**src/rtl/vga_pix_fifo.sv**
```systemverilog
// Pixel FIFO between a frame source and the VGA timing stage, with SOF hunt and sticky underflow.
// Optional underflow counter output uf_count enabled by macro VGA_PIX_FIFO_UFCNT_EN.
module vga_pix_fifo #(
  parameter int DEPTH = 16,
  parameter int AW    = 4
) (
  input  logic          clk_pix,
  input  logic          rst_n,
  input  logic          s_valid,
  input  logic [2:0]    s_data,
  input  logic          s_sof,
  output logic          s_ready,
  input  logic          de,
  input  logic          fs,
  output logic          vga_r,
  output logic          vga_g,
  output logic          vga_b,
  output logic [AW:0]   level,
  output logic          underflow
`ifdef VGA_PIX_FIFO_UFCNT_EN
  ,
  output logic [15:0]   uf_count
`endif
);

  typedef enum logic {HUNT, RUN} state_e;

  localparam logic [AW:0] FULL = (AW+1)'(DEPTH);

  state_e          state_q, state_d;
  logic [AW-1:0]   wr_ptr_q, wr_ptr_d;
  logic [AW-1:0]   rd_ptr_q, rd_ptr_d;
  logic [AW:0]     level_q, level_d;
  logic [2:0]      pix_q, pix_d;
  logic            uf_q, uf_d;
  logic [2:0]      mem_q [DEPTH];
  logic            push, wr_en, pop, uf_hit;

  assign s_ready = rst_n && (level_q != FULL);

  always_comb begin
    push    = s_valid && s_ready;
    wr_en   = 1'b0;
    pop     = 1'b0;
    uf_hit  = 1'b0;
    state_d = state_q;
    if (fs) begin
      // Frame start flushes; a same-cycle SOF word survives as the sole entry.
      wr_en   = push && s_sof;
      state_d = wr_en ? RUN : HUNT;
    end else if (state_q == HUNT) begin
      wr_en = push && s_sof;
      if (wr_en) state_d = RUN;
    end else begin
      wr_en  = push;
      pop    = de && (level_q != '0);
      uf_hit = de && (level_q == '0);
    end
    rd_ptr_d = fs ? wr_ptr_q : rd_ptr_q + AW'(pop);
    wr_ptr_d = wr_ptr_q + AW'(wr_en);
    level_d  = fs ? (AW+1)'(wr_en)
                  : level_q + (AW+1)'(wr_en) - (AW+1)'(pop);
    pix_d    = pop ? mem_q[rd_ptr_q] : 3'b000;
    uf_d     = uf_q | uf_hit;
  end

  always_ff @(posedge clk_pix) begin
    if (!rst_n) begin
      state_q  <= HUNT;
      wr_ptr_q <= '0;
      rd_ptr_q <= '0;
      level_q  <= '0;
      pix_q    <= '0;
      uf_q     <= 1'b0;
    end else begin
      state_q  <= state_d;
      wr_ptr_q <= wr_ptr_d;
      rd_ptr_q <= rd_ptr_d;
      level_q  <= level_d;
      pix_q    <= pix_d;
      uf_q     <= uf_d;
    end
  end

  always_ff @(posedge clk_pix) begin
    if (wr_en) mem_q[wr_ptr_q] <= s_data;
  end

`ifdef VGA_PIX_FIFO_UFCNT_EN
  logic [15:0] ufc_q;

  always_ff @(posedge clk_pix) begin
    if (!rst_n) begin
      ufc_q <= '0;
    end else if (uf_hit && (ufc_q != 16'hFFFF)) begin
      ufc_q <= ufc_q + 16'd1;
    end
  end

  assign uf_count = ufc_q;
`endif

  assign vga_r     = pix_q[2];
  assign vga_g     = pix_q[1];
  assign vga_b     = pix_q[0];
  assign level     = level_q;
  assign underflow = uf_q;

endmodule

```
**config.mk**
```make
export PLATFORM = sky130hd
export DESIGN_NAME = vga_pix_fifo
export DESIGN_NICKNAME = d
export VERILOG_FILES = /design/src/rtl/vga_pix_fifo.sv
export SDC_FILE = /design/constraint.sdc
export NUM_CORES = 1
export LEC_CHECK = 0
export CAP_MARGIN = 20
export CORE_MARGIN = 1.5
export CORE_UTILIZATION = 60
export CTS_CLUSTER_DIAMETER = 100
export DETAILED_ROUTE_END_ITERATION = 8
export GPL_ROUTABILITY_DRIVEN = 0
export PLACE_DENSITY = 0.92
export SLEW_MARGIN = 30
export SYNTH_ARGS = -nofsm -noshare
export SYNTH_HDL_FRONTEND = slang
export SYNTH_SLANG_ARGS = --single-unit
```
**constraint.sdc**
```tcl
create_clock -name clk_pix -period 4.5 [get_ports clk_pix]
set_clock_uncertainty 0.05 [all_clocks]
set_input_delay 0.9 -clock clk_pix [delete_from_list [all_inputs] [get_ports clk_pix]]
set_output_delay 0.9 -clock clk_pix [all_outputs]
set_load 0.02 [all_outputs]
```
Word-level counts from Yosys, hierarchy flattened

Memory sizes are Yosys's and may differ from the RTL's. A register that Yosys moved wholly into a read port is not among the register bits.
Cells that the tools add are included.

Bitwise operators: 2
Multiplexer cells: 13
Eq/ne operators: 1
Reduce and logical (&&, ||, !) cells: 10
Add/subtract/negate cells: 4

Operator list:

| cell               | number |
|---|---|
| $mux 1             | 12 |
| $add 4x1->4        | 2 |
| $add 5x1->5        | 1 |
| $logic_and 1x1->1  | 5 |
| $logic_not 5->1    | 1 |
| $ne 5x5->1 const B | 1 |
| $reduce_bool 5->1  | 1 |
| $sub 5x1->5        | 1 |
| $mux 4             | 1 |
| $reduce_and 2->1   | 1 |
| $reduce_or 2->1    | 1 |
| $logic_not 1->1    | 1 |
| $not 1->1          | 1 |
| $or 1x1->1         | 1 |

Output and inout bits: 10
Memories: 1
Register bits: 15
Bits of input ports: 9
RAM bits: 48

Memory list:

| name  | depth | bits a word | rd ports | clocked after Yosys merged registers in | write ports | RTL line | text |
|---|---|---|---|---|---|---|---|
| mem_q | 16    | 3           | 1        | 1                                       | 1           | 36       | `logic [2:0] mem_q [DEPTH];` |

Longest topological paths before layout

Gate-level depths: netlist of the first run.

Word-level depth: 9
Gate-level depth with buffers: 12

Worst setup path after synthesis of the first run

Ideal clock, no wire load.

Path type: input port to flip-flop
From: input port fs
To: register level_q[4], in the netlist level[4]
Path buffers: 1
Slack: 1,492 ps
Arrival: 2,888 ps
Stages: 11
Setup time: 70 ps
Path through: buf_4 > nor2b_4 > o211ai_2 > ha_1 > inv_1 > ha_1 > fa_1 > a21oi_1 > nor2_1 > or3_1 > a21oi_1

Longest elaborated chain between the ends: 3
Elaborated cells on any way between the ends: 5
Those cells by class: 2 x add/sub; 2 x mux; 1 x reduce/logical

Ends and longest elaborated chain:

| what                 | RTL line | text |
|---|---|---|
| from (decl)          | 14       | `input logic fs,` |
| $mux 1               | 47       | `if (fs) begin` |
| $add 5x1->5          | 62       | `: level_q + (AW+1)'(wr_en) - (AW+1)'(pop);` |
| $sub 5x1->5          | 62       |  |
| to (signal assigned) | 79       | `level_q <= level_d;` |
| to (decl)            | 33       | `logic [AW:0] level_q, level_d;` |

Parallel ways exist; a longest one is shown, timed or not.
A chain may end at the register's enable or synchronous reset.

Final worst setup path of the first run

Same ends and word-level chain as after synthesis.

==> results of run 1 <==
state kept, by name (all words and copies together) (netlist names):
signal,cells
state_q,1
level,5
underflow,1
pix_q,3
rd_ptr_q,4
wr_ptr_q,4
mem_q,48
cells by family after synthesis:
kind of cell	count (synthesis)	share of synthesized area
adder cells (fa/ha/maj)	11	0.0512
AND/OR/NAND/NOR	55	0.101
buffers and inverters	15	0.0295
flip-flops	66	0.635
multiplexers	18	0.126
AO/OA/AOI/OAI	15	0.0357
XOR/XNOR	7	0.0216
cell usage after synthesis (2+ instances only):
master    instances
a211oi_1          6
o21ai_0           2
xnor2_1           5
a21oi_1           4
dfxtp_1          18
xor2_1            2
or3_1             2
mux2i_1           6
edfxtp_1         48
mux4_2            5
mux4_1            7
buf_4             2
and2_1            4
inv_1             9
nor2b_1           3
nand3_1           3
nor2_1           24
nand2_1           2
ha_1             10
nand2b_1          4
nor3_1            6
cells in the final DEF (no fill, tap or decap), drive strengths merged:
cell type / count
fa: 1
ha: 10
nor2b: 4
nand2: 2
nand2b: 4
o21ai: 2
o211ai: 1
mux2i: 6
xnor2: 5
a21o: 1
clkdlybuf4s50: 18
edfxtp: 48
nor2: 24
or3: 2
and2: 4
nand4b: 1
a211oi: 6
a21oi: 4
mux4: 12
nand3: 3
nor4b: 1
clkbuf: 14
xor2: 2
nand3b: 1
a31oi: 1
inv: 9
nor4: 1
nand4: 1
clkinv: 2
dfxtp: 18
nand4bb: 1
nor3: 6
worst paths after layout:
path                    end  slack, ns  cells past startpoint
setup reg to reg   level[4]       1.42                     12
hold reg to reg   underflow       0.47                      2
hold / removal    underflow       0.47                      2
setup / recovery   level[4]       1.07                     11
metal layers:
layer / wire length, µm / GRT usage
met5: 0 / 0
met1: 2150 / 0.268
met2: 2680 / 0.366
met3: 203 / 0.0450
met4: 116 / 0.136
cell type report:
type,count,area [µm²],share of cell area
Timing Repair Buffer,18,180,0.0559
Clock inverter,2,10.0,0.00310
Clock buffer,14,184,0.0570
Inverter,9,33.8,0.0105
Tap cell,52,65.1,0.0202
Multi-Input combinational cell,106,951,0.295
Sequential cell,66,1800,0.559
worst max-delay path, stage by stage:
cell	delay (ns)
clkdlybuf4s50_1	0.61
nor2b_4	0.26
o211ai_2	0.16
ha_1	0.31
inv_1	0.05
ha_1	0.21
fa_1	0.40
a21oi_1	0.17
nor2_1	0.06
or3_1	0.34
a21oi_1	0.17
stage by stage:
step                      power [W]  utilization  setup slack, ns
after floorplan            0.000696            -             1.49
after global placement     0.000717        0.682            0.895
after detailed placement   0.000719        0.682            0.802
after CTS                   0.00118        0.726             1.11
after global routing        0.00121        0.726            0.907
final                       0.00118        0.726             1.07
power by group through the flow:
stage	sequential, W	clock [W]	combinational (W)
floorplan	0.000673	0	0.0000234
global placement	0.000673	0	0.0000438
detailed placement	0.000673	0	0.0000458
CTS	0.000660	0.000473	0.0000465
global route	0.000660	0.000498	0.0000502
finish	0.000660	0.000469	0.0000467
==> flow_metrics.tcl, run 1 <==
set metrics [dict create \
    ys_seq_area_frac 0.635 \
    min_from "underflow" \
    grt_max_degree 17 \
    fp.dieW_um 71.8 \
    async_flop_share 0 \
    synth_warnings 0 \
    p_per_area_nw_per_um2 364 \
    drc_errors 0 \
    synth_edf_count 48 \
    final.setup.tns_ns 0 \
    chipHeight_um 71.8 \
    hold_viol 0 \
    numCtsBuffers 9 \
    power_switching_w 0.000237 \
    drt_iter0_markers 95 \
    rr_startpoint "level[3]" \
    start_util 0.638 \
    areaGrowthSynthToFinish_pct 13.7 \
    final_nets 230 \
    critical_path_class "primary input to register" \
    antenna_found_initial 0 \
    drtAntennaViolNets 0 \
    synth_ff_type "edfxtp_1" \
    ys_top_cells_by_area "edfxtp_1, dfxtp_1, mux4_1" \
    diodes 0 \
    cts_tree "done" \
    n_fill_cell 286 \
    post_dp_cell_area_um2 3030 \
    insertion_delay_ns 0.33 \
    critPathLaunchType "primary input" \
    num_io_pins 19 \
    cap_viol_max_count 0 \
    arrival_ns 3.63 \
    fp-row-count 24 \
    clk_pin_slew_ns 0.07 \
    dp.cells 251 \
    crit_fanout 8 \
    cts_resized 0 \
    viasPerCell 5.97 \
    drv_slew 0 \
    holdBufCountCts 0 \
    seqPwrFrac 0.562 \
    grt_overflow_total 0 \
    grt_usage 0.221 \
    wl_per_cell_um 19.3 \
    endpoint_kind "register" \
    layout-drive-gt1-share 0.0977 \
    switching_share 0.202 \
    rsz0062_at_grt "no" \
    fin_crit_sh 0.763 \
    worst_pin_slew_ns 0.763 \
    instances_no_fill 267 \
    core_area_um2 4440 \
    startpoint "fs" \
    root_buffer "clkbuf_8" \
    design_area_um2 3230 \
    dp_hpwl_um 3660 \
    netlist.area_leader.share 0.508 \
    min_period_ns 3.43 \
    status "completed" \
    synthCells 187 \
    p_int_w 0.000939 \
    routed_wl_um 5140 \
    slew_headroom 0.487 \
    io_buffer_count 18 \
    critical_path_required_ns 4.70 \
    drtPass1Iterations 4 \
    ys_ff_latch 66 \
    vias 1595 \
    ys_types 36 \
    yosysTopAreaCell "edfxtp_1" \
    syn_nets 207 \
    clkPwrFrac 0.399 \
    clk_path_buf_depth 2 \
    cts.htree.levels 3 \
    setup_violations 0 \
    whs_ns 0.469 \
    hold_path_class "register to register" \
    combinationalPowerShare 0.040 \
    cts_setup_buffers 0 \
    syn_area_per_cell_um2 15.2 \
    cts.sinks 66 \
    die-area_um2 5150 \
    grt_pass1_vias 1622 \
    synth_area_um2 2840 \
    vdd_drop_max_mv 0.256 \
    maxClockFrequency_mhz 291 \
    grt_first_pass_wirelength_um 8000 \
    leakagePower_nw 1.09 \
]
Note: power is estimated with default switching activity, not from simulation.
==> run 2, diff against run 1 <==
- CORE_UTILIZATION: 60 -> 58
- PLACE_DENSITY: 0.92 -> 0.9
- clock period: 4.5 -> 3.3 ns (I/O delays scaled with it)
==> run 2 against run 1 <==
Compared with the run above:
- total power up 36%
- utilization down 3.4 points
- clock power up 36%
- via count down 0.31%
- worst hold slack worse by 0.045 ns
- wire length down 5.2%
- worst setup slack worse by 0.78 ns
- global-route usage down 1.0 points
- critical endpoint unchanged
==> flow_metrics.tcl, run 2 (synthesis results as in run 1) <==
set metrics [dict create \
    status "completed" \
    die-area_um2 5320 \
    place_ws_ns 0.132 \
    chipHeight_um 72.9 \
    reg2reg_to "level[4]" \
    rr_startpoint "level[3]" \
    final_core_utilization 0.691 \
    min_from "underflow" \
    clkPwrFrac 0.397 \
    viasPerCell 5.58 \
    endpoint_kind "register" \
    io_buffer_count 18 \
    drtAntennaViolNets 0 \
    cts.sinks 66 \
    final_common_cell "edfxtp_1" \
    grt_usage 0.211 \
    routed_wl_um 4880 \
    combinationalPowerShare 0.041 \
    cts_resized 0 \
    p_int_w 0.00128 \
    fp-row-count 25 \
    cts_setup_buffers 0 \
    cts.htree.levels 3 \
    largest_register "mem_q" \
    grt_first_pass_wirelength_um 7820 \
    design_area_um2 3270 \
    areaGrowthSynthToFinish_pct 15.1 \
    vdd_drop_max_mv 0.338 \
    setup_violations 0 \
    arrival_ns 3.24 \
    layout-drive-gt1-share 0.115 \
    critPathLaunchType "register" \
    drt_iter0_markers 119 \
    switching_share 0.203 \
    crit_fanout 3 \
    start_util 0.601 \
    drc_errors 0 \
    dp_hpwl_um 3390 \
    layout_common_cells "edfxtp_1, nor2_1, clkdlybuf4s50_1, dfxtp_1, clkbuf_8" \
    core_area_um2 4720 \
    cts_tree "done" \
    critical_path_class "register to register" \
    numCtsBuffers 9 \
    post_dp_cell_area_um2 3070 \
    hold_end "underflow" \
    slew_headroom 0.512 \
    diodes 0 \
    worst_pin_slew_ns 0.726 \
    seqCellArea_um2 1800 \
    p_per_area_nw_per_um2 491 \
    final.setup.tns_ns 0 \
    multiInputGateArea_um2 951 \
    holdBufCountCts 0 \
    min_period_ns 3.02 \
    fin_crit_sh 0.914 \
    final_nets 233 \
    hold_path_class "register to register" \
    wl_per_cell_um 17.1 \
    r2r_slack_ns 0.28 \
    largest_reg_flops 48 \
    antenna_found_initial 0 \
    grt_overflow_total 0 \
    seqPwrFrac 0.562 \
    num_io_pins 19 \
    clk_path_buf_depth 2 \
    whs_path_depth 2 \
    hold_viol 0 \
    power_switching_w 0.000325 \
    drtPass1Iterations 8 \
    root_buffer "clkbuf_8" \
    leakagePower_nw 1.10 \
    insertion_delay_ns 0.33 \
    reg2reg_depth 12 \
    vias 1590 \
    clk_pin_slew_ns 0.07 \
    drv_slew 0 \
    cap_viol_max_count 0 \
    setup_slack_ns 0.285 \
    grt_pass1_vias 1593 \
    maxClockFrequency_mhz 332 \
    rsz0062_at_grt "no" \
    fp.dieW_um 72.9 \
    grt_max_degree 17 \
    finalPower_w 0.00160 \
    critical_path_required_ns 3.52 \
    n_fill_cell 312 \
]
-- run 2: changes by cell type in the layout (fill, tap and decap cells not counted), sizes merged --
cell,before,now
buf,0,3
-- run 2: worst max path at each step --
stage	start	endpoint	slack, ns
after detailed placement	fs	level[4]	0.13
after floorplan	fs	level[4]	0.53
final	level[3]	level[4]	0.28
after global routing	level[3]	level[4]	0.05
after CTS	level[3]	level[4]	0.31
after global placement	fs	level[4]	0.21
-- run 2: critical path, stage by stage (launching register included) --
cell     delay (ns)
dfxtp_1        0.33
inv_1          0.08
ha_1           0.16
nor4b_1        0.49
nor2_1         0.16
ha_1           0.32
inv_1          0.04
ha_1           0.19
fa_1           0.41
a21oi_1        0.17
nor2_1         0.07
or3_1          0.34
a21oi_1        0.14
-- run 2: metal layers --
layer	track usage	vias up	routed length (µm)
li1	-	763	-
met1	0.253	775	2100
met2	0.348	42	2500
met3	0.0773	10	202
met4	0.0860	0	78
met5	0	-	0
-- run 2: layout make-up --
type,count,area share
tap,67,0.0257
inverter,9,0.0103
timing repair buffer,21,0.0621
clock buffer,14,0.0559
sequential,66,0.552
multi-input combinational,106,0.291
clock inverter,2,0.00307
-- run 2: power by group through the flow --
stage	logic (W)	clock network, W	registers, W
after floorplan	0.0000319	0	0.000918
after global placement	0.0000627	0	0.000918
after detailed placement	0.0000649	0	0.000918
after CTS	0.0000652	0.000643	0.000900
after global routing	0.0000722	0.000677	0.000901
final	0.0000650	0.000637	0.000900
-- run 2: metrics by stage --
| step | cells | hold slack (ns) |
|---|---|---|
| finish | 285 | 0.424 |
| global route | 285 | 0.447 |
| CTS | 285 | 0.435 |
| detailed placement | 269 | 0.423 |
| global placement | 269 | 0.401 |
| floorplan | 187 | 0.502 |
==> run 3, diff against run 2 <==
- GPL_ROUTABILITY_DRIVEN: 0 -> 1
- REMOVE_ABC_BUFFERS: default -> 1
==> run 3 against run 2 <==
Compared with the run above:
- wire length up 0.37%
- total power up 7.7%
- first-iteration DRC count up 29%
- global-route usage is essentially flat
- sequential power about the same
- register-to-register slack gained 0.04 ns
==> flow_metrics.tcl, run 3 (synthesis results as in run 1) <==
set metrics [dict create \
    drt_iter0_markers 153 \
    grt_first_pass_wirelength_um 7820 \
    areaGrowthSynthToFinish_pct 16.3 \
    min_from "underflow" \
    cpMaxStageDelayCell "nor4b_1" \
    insertion_delay_ns 0.35 \
    cts_setup_buffers 0 \
    cap_viol_max_count 0 \
    root_buffer "clkbuf_8" \
    numCtsBuffers 9 \
    cp_slowest_stage_delay_ns 0.44 \
    endpoint_kind "register" \
    hold_end "underflow" \
    drc_errors 0 \
    critical_path_required_ns 3.53 \
    grt_overflow_total 0 \
    cp_top_family "adder cells" \
    fp.dieW_um 72.9 \
    path_cells "inv_1 -> ha_1 -> nor4b_1 -> nor2_1 -> ha_1 -> inv_1 -> ha_1 -> fa_1 -> a21oi_1 -> nor2_1 -> or3_1 -> a21oi_1" \
    fp-row-count 25 \
    slew_headroom 0.510 \
    start_util 0.601 \
    cts.sinks 66 \
    finalPower_w 0.00173 \
    diodes 0 \
    min_period_ns 2.97 \
    clk_path_buf_depth 2 \
    routed_wl_um 4900 \
    cp_common_cell "ha_1" \
    maxClockFrequency_mhz 336 \
    holdBufCountCts 0 \
    final_common_cell "edfxtp_1" \
    largest_reg_flops 48 \
    grt_pass1_vias 1602 \
    grt_usage 0.211 \
    rr_startpoint "level[3]" \
    cts.htree.levels 3 \
    crit_buf_inv 2 \
    critical_path_class "register to register" \
    final.setup.tns_ns 0 \
    core_area_um2 4720 \
    final_nets 233 \
    layout_common_cells "edfxtp_1, nor2_1, clkdlybuf4s50_1, dfxtp_1, ha_1" \
    vdd_drop_max_mv 0.337 \
    wl_per_cell_um 17.2 \
    critPathLaunchType "register" \
    fin_crit_sh 0.901 \
    die-area_um2 5320 \
    io_buffer_count 18 \
    reg2reg_depth 12 \
    viasPerCell 5.68 \
    rsz0062_at_grt "no" \
    clk_pin_slew_ns 0.08 \
    drtAntennaViolNets 0 \
    hold_viol 0 \
    drtPass1Iterations 4 \
    setup_violations 0 \
    r2r_slack_ns 0.33 \
    whs_path_depth 2 \
    place_congestion 0.821 \
    crit_fanout 3 \
    worst_pin_slew_ns 0.729 \
    hold_path_class "register to register" \
    chipHeight_um 72.9 \
    cts_tree "done" \
    p_per_area_nw_per_um2 523 \
    largest_register "mem_q" \
    vias 1620 \
    antenna_found_initial 0 \
    grt_max_degree 17 \
    status "completed" \
    reg2reg_to "level[4]" \
    dp_hpwl_um 3340 \
    arrival_ns 3.20 \
    cts_resized 0 \
    leakagePower_nw 1.10 \
    num_io_pins 19 \
    n_fill_cell 313 \
    layout-drive-gt1-share 0.119 \
    drv_slew 0 \
]
==> run 3: changes by cell type in the layout (fill, tap and decap cells not counted), sizes merged <==
cell,change
inv,+2
clkbuf,-5
clkinv,-1
bufinv,+2
clkinvlp,+2
==> run 3: area by class of cell <==
cell class / instances / area, µm² / share of cell area
multi-input combinational: 106 / 951 / 0.288
inverter: 9 / 33.8 / 0.0102
tap: 67 / 83.8 / 0.0254
clock inverter: 7 / 101 / 0.0307
sequential: 66 / 1800 / 0.546
timing repair buffer: 21 / 203 / 0.0615
clock buffer: 9 / 124 / 0.0376
==> run 3: how the worst max path moves through the flow <==
stage             start  cells past startpoint  endpoint
2_1_floorplan  level[3]                     12  level[4]
3_3_place_gp      rst_n                     11  level[4]
3_5_place_dp      rst_n                     11  level[4]
4_1_cts        level[2]                     12  level[4]
5_1_grt        level[2]                     12  level[4]
6_report       level[3]                     12  level[4]
==> run 3: tightest hold or removal path: cells and delay by family (launching register included) <==
kind / cells / cell delay [ns]
AND/OR/NAND/NOR: 1 / 0.07
flip-flops: 1 / 0.35
AO/OA/AOI/OAI: 1 / 0.05
==> run 3: where the power goes <==
| part | total [W] | switching (W) | internal, W |
|---|---|---|---|
| Combinational | 0.0000648 | 0.0000343 | 0.0000305 |
| Clock | 0.000761 | 0.000329 | 0.000431 |
| Sequential | 0.000900 | 0.00000723 | 0.000893 |
| Total | 0.00173 | 0.000371 | 0.00135 |
==> run 3: per-stage QoR <==
stage	setup WS, ns	cells	hold WS [ns]	cell area, µm²	utilization
3_5_place_dp	0.104	269	0.441	3070	0.651
2_1_floorplan	0.575	181	0.502	2790	-
3_3_place_gp	0.180	269	0.432	3070	0.651
5_1_grt	0.0352	285	0.471	3300	0.698
4_1_cts	0.337	285	0.457	3300	0.698
6_report	0.327	285	0.449	3300	0.698
==> run 3: metal layers <==
layer	GRT usage	vias up	routed length, µm
li1	-	761	-
met1	0.272	795	2150
met2	0.328	51	2420
met3	0.0635	13	237
met4	0.107	0	89
met5	0	-	0
==> RTL change 1: new RTL, flow settings as in run 3 <==
Add a define of `VGA_PIX_FIFO_UFCNT_EN`.
--- a/src/rtl/vga_pix_fifo.sv
+++ b/src/rtl/vga_pix_fifo.sv
@@ -2,2 +2,4 @@
 // Optional underflow counter output uf_count enabled by macro VGA_PIX_FIFO_UFCNT_EN.
+`define VGA_PIX_FIFO_UFCNT_EN
+
 module vga_pix_fifo #(
Behaviour (old outputs only; new: uf_count): unchanged (Yosys induction, for registers that start in step).
==> RTL change 1 against run 3 <==
  * Via count is 62% higher
  * Setup slack better by 0.15 ns
  * Power is 23% higher
  * Area after synthesis is 30% higher
  * Sequential share of layout area is 6.0 points lower
  * Design area is 32% higher
  * Register-to-register slack better by 0.28 ns
  * Sequential cell count is 16 higher
  * Sequential power is 22% higher
  * Critical path depth is 8 lower
  * Routed wire length is 64% higher
  * Largest cell class unchanged
  * Largest power group unchanged
  * Highest routed layer unchanged
==> RTL change 1: results (changes against run 3) <==
stage,metric,value,unit,change
pwr,VDD IR-drop max,307,uV,-9.0%
detailed_routing,met3 wire len,448,um,+89%
detailed_routing,WL met2,4120,um,+70%
worst_setup_path,crit-path max FO,12,,+9
place,port buffer count,34,,+16
synthesis,"Seq/Total Area, Yosys",57.7,%,-5.8 points
sta,max_slew headroom,40.3,%,-11 points
worst_setup_path,crit-path leading delay family,buffers and inverters,,
worst_setup_path,Critical R2R Launch,level[2],,
global_routing,met1 usage,32.7,%,+5.5 points
global_routing,GR Util met2,42.1,%,+9.3 points
run_status,status,"finished, final reports clean",,
global_routing,grt met3 use,4.51,%,-1.8 points
synthesis,Post-Synth Adder-Cell Area,4.29,%,-0.83 points
global_routing,total track usage,25.5,%,+4.4 points
final_layout,Filler cells,375,,+20%
worst_setup_path,critical path's largest stage delay,0.60,ns,+0.16 ns
synthesis,mux cell area share after synthesis,9.26,%,-3.3 points
detailed_routing,vias per cell,6.45,,+14%
worst_setup_path,R2R depth,13,,+1
synthesis,"Distinct cells, synth",51,,+42%
worst_setup_path,WP data arrival,2.11,ns,-1.09 ns
global_routing,largest net degree at the start of global routing,21,,+4
synthesis,"top cells by count, synth","48 x edfxtp_1, 34 x dfxtp_1, 27 x nor2_1, 15 x a21oi_1, 13 x inv_1",,
worst_setup_path,Crit-path slowest cell,clkdlybuf4s50_1,,
worst_hold_path,Hold Path Depth,1,,-1
synthesis,Compound-Gate Fraction of Synth Area,7.83,%,+4.3 points
detailed_routing,Detailed Route Iter0 Violations,329,,+120%
detailed_routing,drt pass-1 iters,5,,+1
-- RTL change 1: cell types whose count changed in the layout (fill, tap and decap cells not counted), moves of 4 or more --
cell / before / now
clkdlybuf4s50_1: 18 / 34
dfxtp_1: 18 / 34
a21oi_1: 4 / 15
nand2_1: 2 / 10
mux4_1: 7 / 0
mux4_2: 5 / 12
o31ai_1: 0 / 7
or4_1: 0 / 7
nand3_1: 3 / 9
and3_1: 0 / 4
inv_1: 9 / 13
-- RTL change 1: worst max path at each step --
stage | startpoint | end | slack (ns)
floorplan | level[2] | level[4] | 0.68
global placement | fs | level[4] | 0.28
detailed placement | fs | level[4] | 0.18
CTS | rst_n | s_ready | 0.49
global route | fs | level[4] | 0.28
finish | rst_n | s_ready | 0.48
-- RTL change 1: cell type report --
type	count	area, um2	area share (%)
Sequential cell	82	2120	48.7
Clock inverter	7	140	3.21
Clock buffer	9	124	2.84
Multi-Input combinational cell	182	1450	33.3
Timing Repair Buffer	39	378	8.67
Inverter	13	48.8	1.12
Tap cell	75	93.8	2.15
-- RTL change 1: through the flow --
step / cell area, um2 / utilization [%] / total power, mW / setup WS, ns / hold slack [ns]
after floorplan: 3620 / - / 1.16 / 0.676 / 0.506
after global placement: 4090 / 67.8 / 1.19 / 0.285 / 0.402
after detailed placement: 4090 / 67.8 / 1.20 / 0.179 / 0.448
after CTS: 4350 / 72.2 / 2.13 / 0.486 / 0.464
after global routing: 4360 / 72.4 / 2.18 / 0.279 / 0.484
final: 4360 / 72.4 / 2.12 / 0.481 / 0.465
-- RTL change 1: kinds of logic after synthesis --
| family | after synthesis |
|---|---|
| xor+xnor | 6 |
| buf+inv | 25 |
| compound gates | 43 |
| mux | 19 |
| flops | 82 |
| simple gates | 102 |
| fa+ha+maj | 12 |
==> RTL change 2: new RTL, flow settings as in run 3 <==
Made on the original files. Put one more register stage on the output `level`, without a reset. The value now appears one clock later. The other outputs are not delayed to match.
--- a/src/rtl/vga_pix_fifo.sv
+++ b/src/rtl/vga_pix_fifo.sv
@@ -105,3 +105,5 @@
   assign vga_b     = pix_q[0];
-  assign level     = level_q;
+  always_ff @(posedge clk_pix) begin
+    level <= level_q;
+  end
   assign underflow = uf_q;
Function: changed (a bounded check fails within 4 cycles, from zero or initial values and one cycle with rst_n low).
==> RTL change 2 against run 3 <==
  * Routed wire length up 11%
  * Synthesized cell count rose by 2.7%
  * Area after synthesis up 3.5%
  * Power grew 2.3%
  * Clock power down 3.3%
  * Die area rose by 3.4%
  * Setup slack worse by 0.042 ns
  * Design area increased by 2.9%
  * Sequential cell count is 5 higher
  * Via count increased by 3.1%
  * Sequential share of layout area increased by 1.4 points
  * Utilization increased by 1.1 points
  * Largest power group unchanged
==> RTL change 2: results (changes against run 3) <==
stage,metric,value,unit,change
final_layout,fin nets,239,,+2.6%
detailed_routing,Detailed Route Iter0 Violations,133,,-13%
synthesis,Synthesis Warnings,0,,unchanged
worst_hold_path,worst min path class,reg -> reg,,
synthesis,post-synthesis area per instance,15.3,um2,+0.83%
worst_setup_path,Crit-path slowest cell,nor4b_1,,
synthesis,"EDFF count, synth",48,,unchanged
place,Final HPWL DP,3710,um,+11%
worst_setup_path,WP data arrival,3.24,ns,+0.04 ns
global_routing,total track usage,22.4,%,+1.2 points
clock_network,quantity of gates resized following cts,0,,unchanged
detailed_routing,Avg WL per Cell,18.7,um,+8.7%
synthesis,"top cells by count, synth","48 x edfxtp_1, 24 x nor2_1, 23 x dfxtp_1, 10 x ha_1, 9 x inv_1",,
global_routing,initial antenna violation count,0,,unchanged
place,port buffer count,18,,unchanged
clock_network,clock root buffer,clkbuf_8,,
place,Placed Cells,275,,+2.2%
synthesis,"Async S/R FF share, synth",0,%,unchanged
sta,max_slew headroom,57.9,%,+7.0 points
pwr,static leakage,1.15,nW,+4.0%
synthesis,Synth Flop Type,edfxtp_1,,
global_routing,largest net degree at the start of global routing,17,,unchanged
clock_network,"Clk pin slew, worst setup/hold paths",0.07,ns,
synthesis,"Distinct cells, synth",36,,unchanged
pwr,VDD IR-drop max,366,uV,+8.6%
synthesis,Synth area leaders,"edfxtp_1 49%, dfxtp_1 16%, mux4_1 6.3%, ha_1 4.3%, mux4_2 3.8%",,
synthesis,"Seq/Total Area, Yosys",64.8,%,+1.2 points
clock_network,setup bufs post-CTS,0,,unchanged
final_layout,antenna cells,0,,unchanged
global_routing,first-pass GRT wire length,8520,um,+9.0%
run_status,status,"finished, final reports clean",,
final_layout,Filler cells,303,,-3.2%
clock_network,Max Root-Sink Buffers,2,,unchanged
global_routing,vias in the first global route,1617,,+0.94%
clock_network,Num CTS Buffers,9,,unchanged
clock_network,clk_lat worst skew,0.34,ns,
final_layout,final cell count without fillers,291,,+2.1%
clock_network,H-Tree Depth,3,,unchanged
final_layout,layout cells sized above 1,11.2,%,-0.77 points
detailed_routing,vias per cell,5.74,,+1.0%
worst_setup_path,critical path's largest stage delay,0.43,ns,
detailed_routing,drt pass-1 iters,4,,unchanged
worst_setup_path,crit-path max FO,3,,unchanged
final_layout,top flop regs,"mem_q: 48 flops, level: 5 flops, level_q: 5 flops",,
place,gpl congestion,0.822,,about the same
[RTL change 2: changes by cell type in the layout (fill, tap and decap cells not counted), sizes merged]
cell | run 3 | this run
clkinvlp | 2 | 1
clkbuf | 9 | 10
inv | 11 | 9
buf | 3 | 4
dfxtp | 18 | 23
clkinv | 1 | 3
[RTL change 2: kinds of logic after synthesis]
kind of cell               after synthesis  synth area share [%]
buffers and inverters                   15                  2.85
adders and majority gates               11                  4.94
muxes                                   18                  12.1
and+or+nand+nor                         55                  9.76
AOI/OAI and AO/OA                       15                  3.45
DFF                                     71                  64.8
xor gates and xnor gates                 7                  2.09
[RTL change 2: metal layers]
layer | vias to the layer above | wire [um] | GRT usage (%)
li1 | 779 | - | -
met1 | 825 | 2470 | 31.9
met2 | 57 | 2570 | 32.6
met3 | 10 | 285 | 6.50
met4 | 0 | 109 | 9.05
met5 | - | 0 | 0
[RTL change 2: area by class of cell]
cell class	instances	share of cell area (%)
well taps	67	2.47
inverters	9	0.996
repair buffers	22	6.19
multi-input cells	106	28.0
clock inverters	6	2.51
clock buffers	10	3.76
flip-flops and latches	71	56.0
[RTL change 2: stage by stage]
stage	setup slack (ns)	area, um2	utilization [%]
floorplan	0.674	2890	-
CTS	0.284	3390	70.9
global route	0.124	3390	70.9
finish	0.285	3390	70.9
detailed placement	0.0971	3180	66.5
global placement	0.198	3180	66.5
[RTL change 2: power by group]
part,internal (mW),switching [mW],leakage [nW]
registers,0.955,0.00718,0.618
logic,0.0305,0.0357,0.426
clock network,0.423,0.313,0.104
total,1.41,0.356,1.15
[RTL change 2: final timing paths]
| path | start | end | slack (ns) | cells past startpoint |
|---|---|---|---|---|
| worst max register to register | level_q[3] | level_q[4] | 0.28 | 12 |
| worst max-delay path | level_q[3] | level_q[4] | 0.28 | 12 |
| worst min register to register | level_q[2] | level[2] | 0.33 | 0 |
| worst min-delay path | level_q[2] | level[2] | 0.33 | 0 |
[RTL change 2: critical path: cells and delay by family (launching register included)]
family / cells / cell delay, ns
buf+inv: 2 / 0.13
compound gates: 2 / 0.33
flops: 1 / 0.33
fa+ha+maj: 4 / 1.11
simple gates: 4 / 1.00
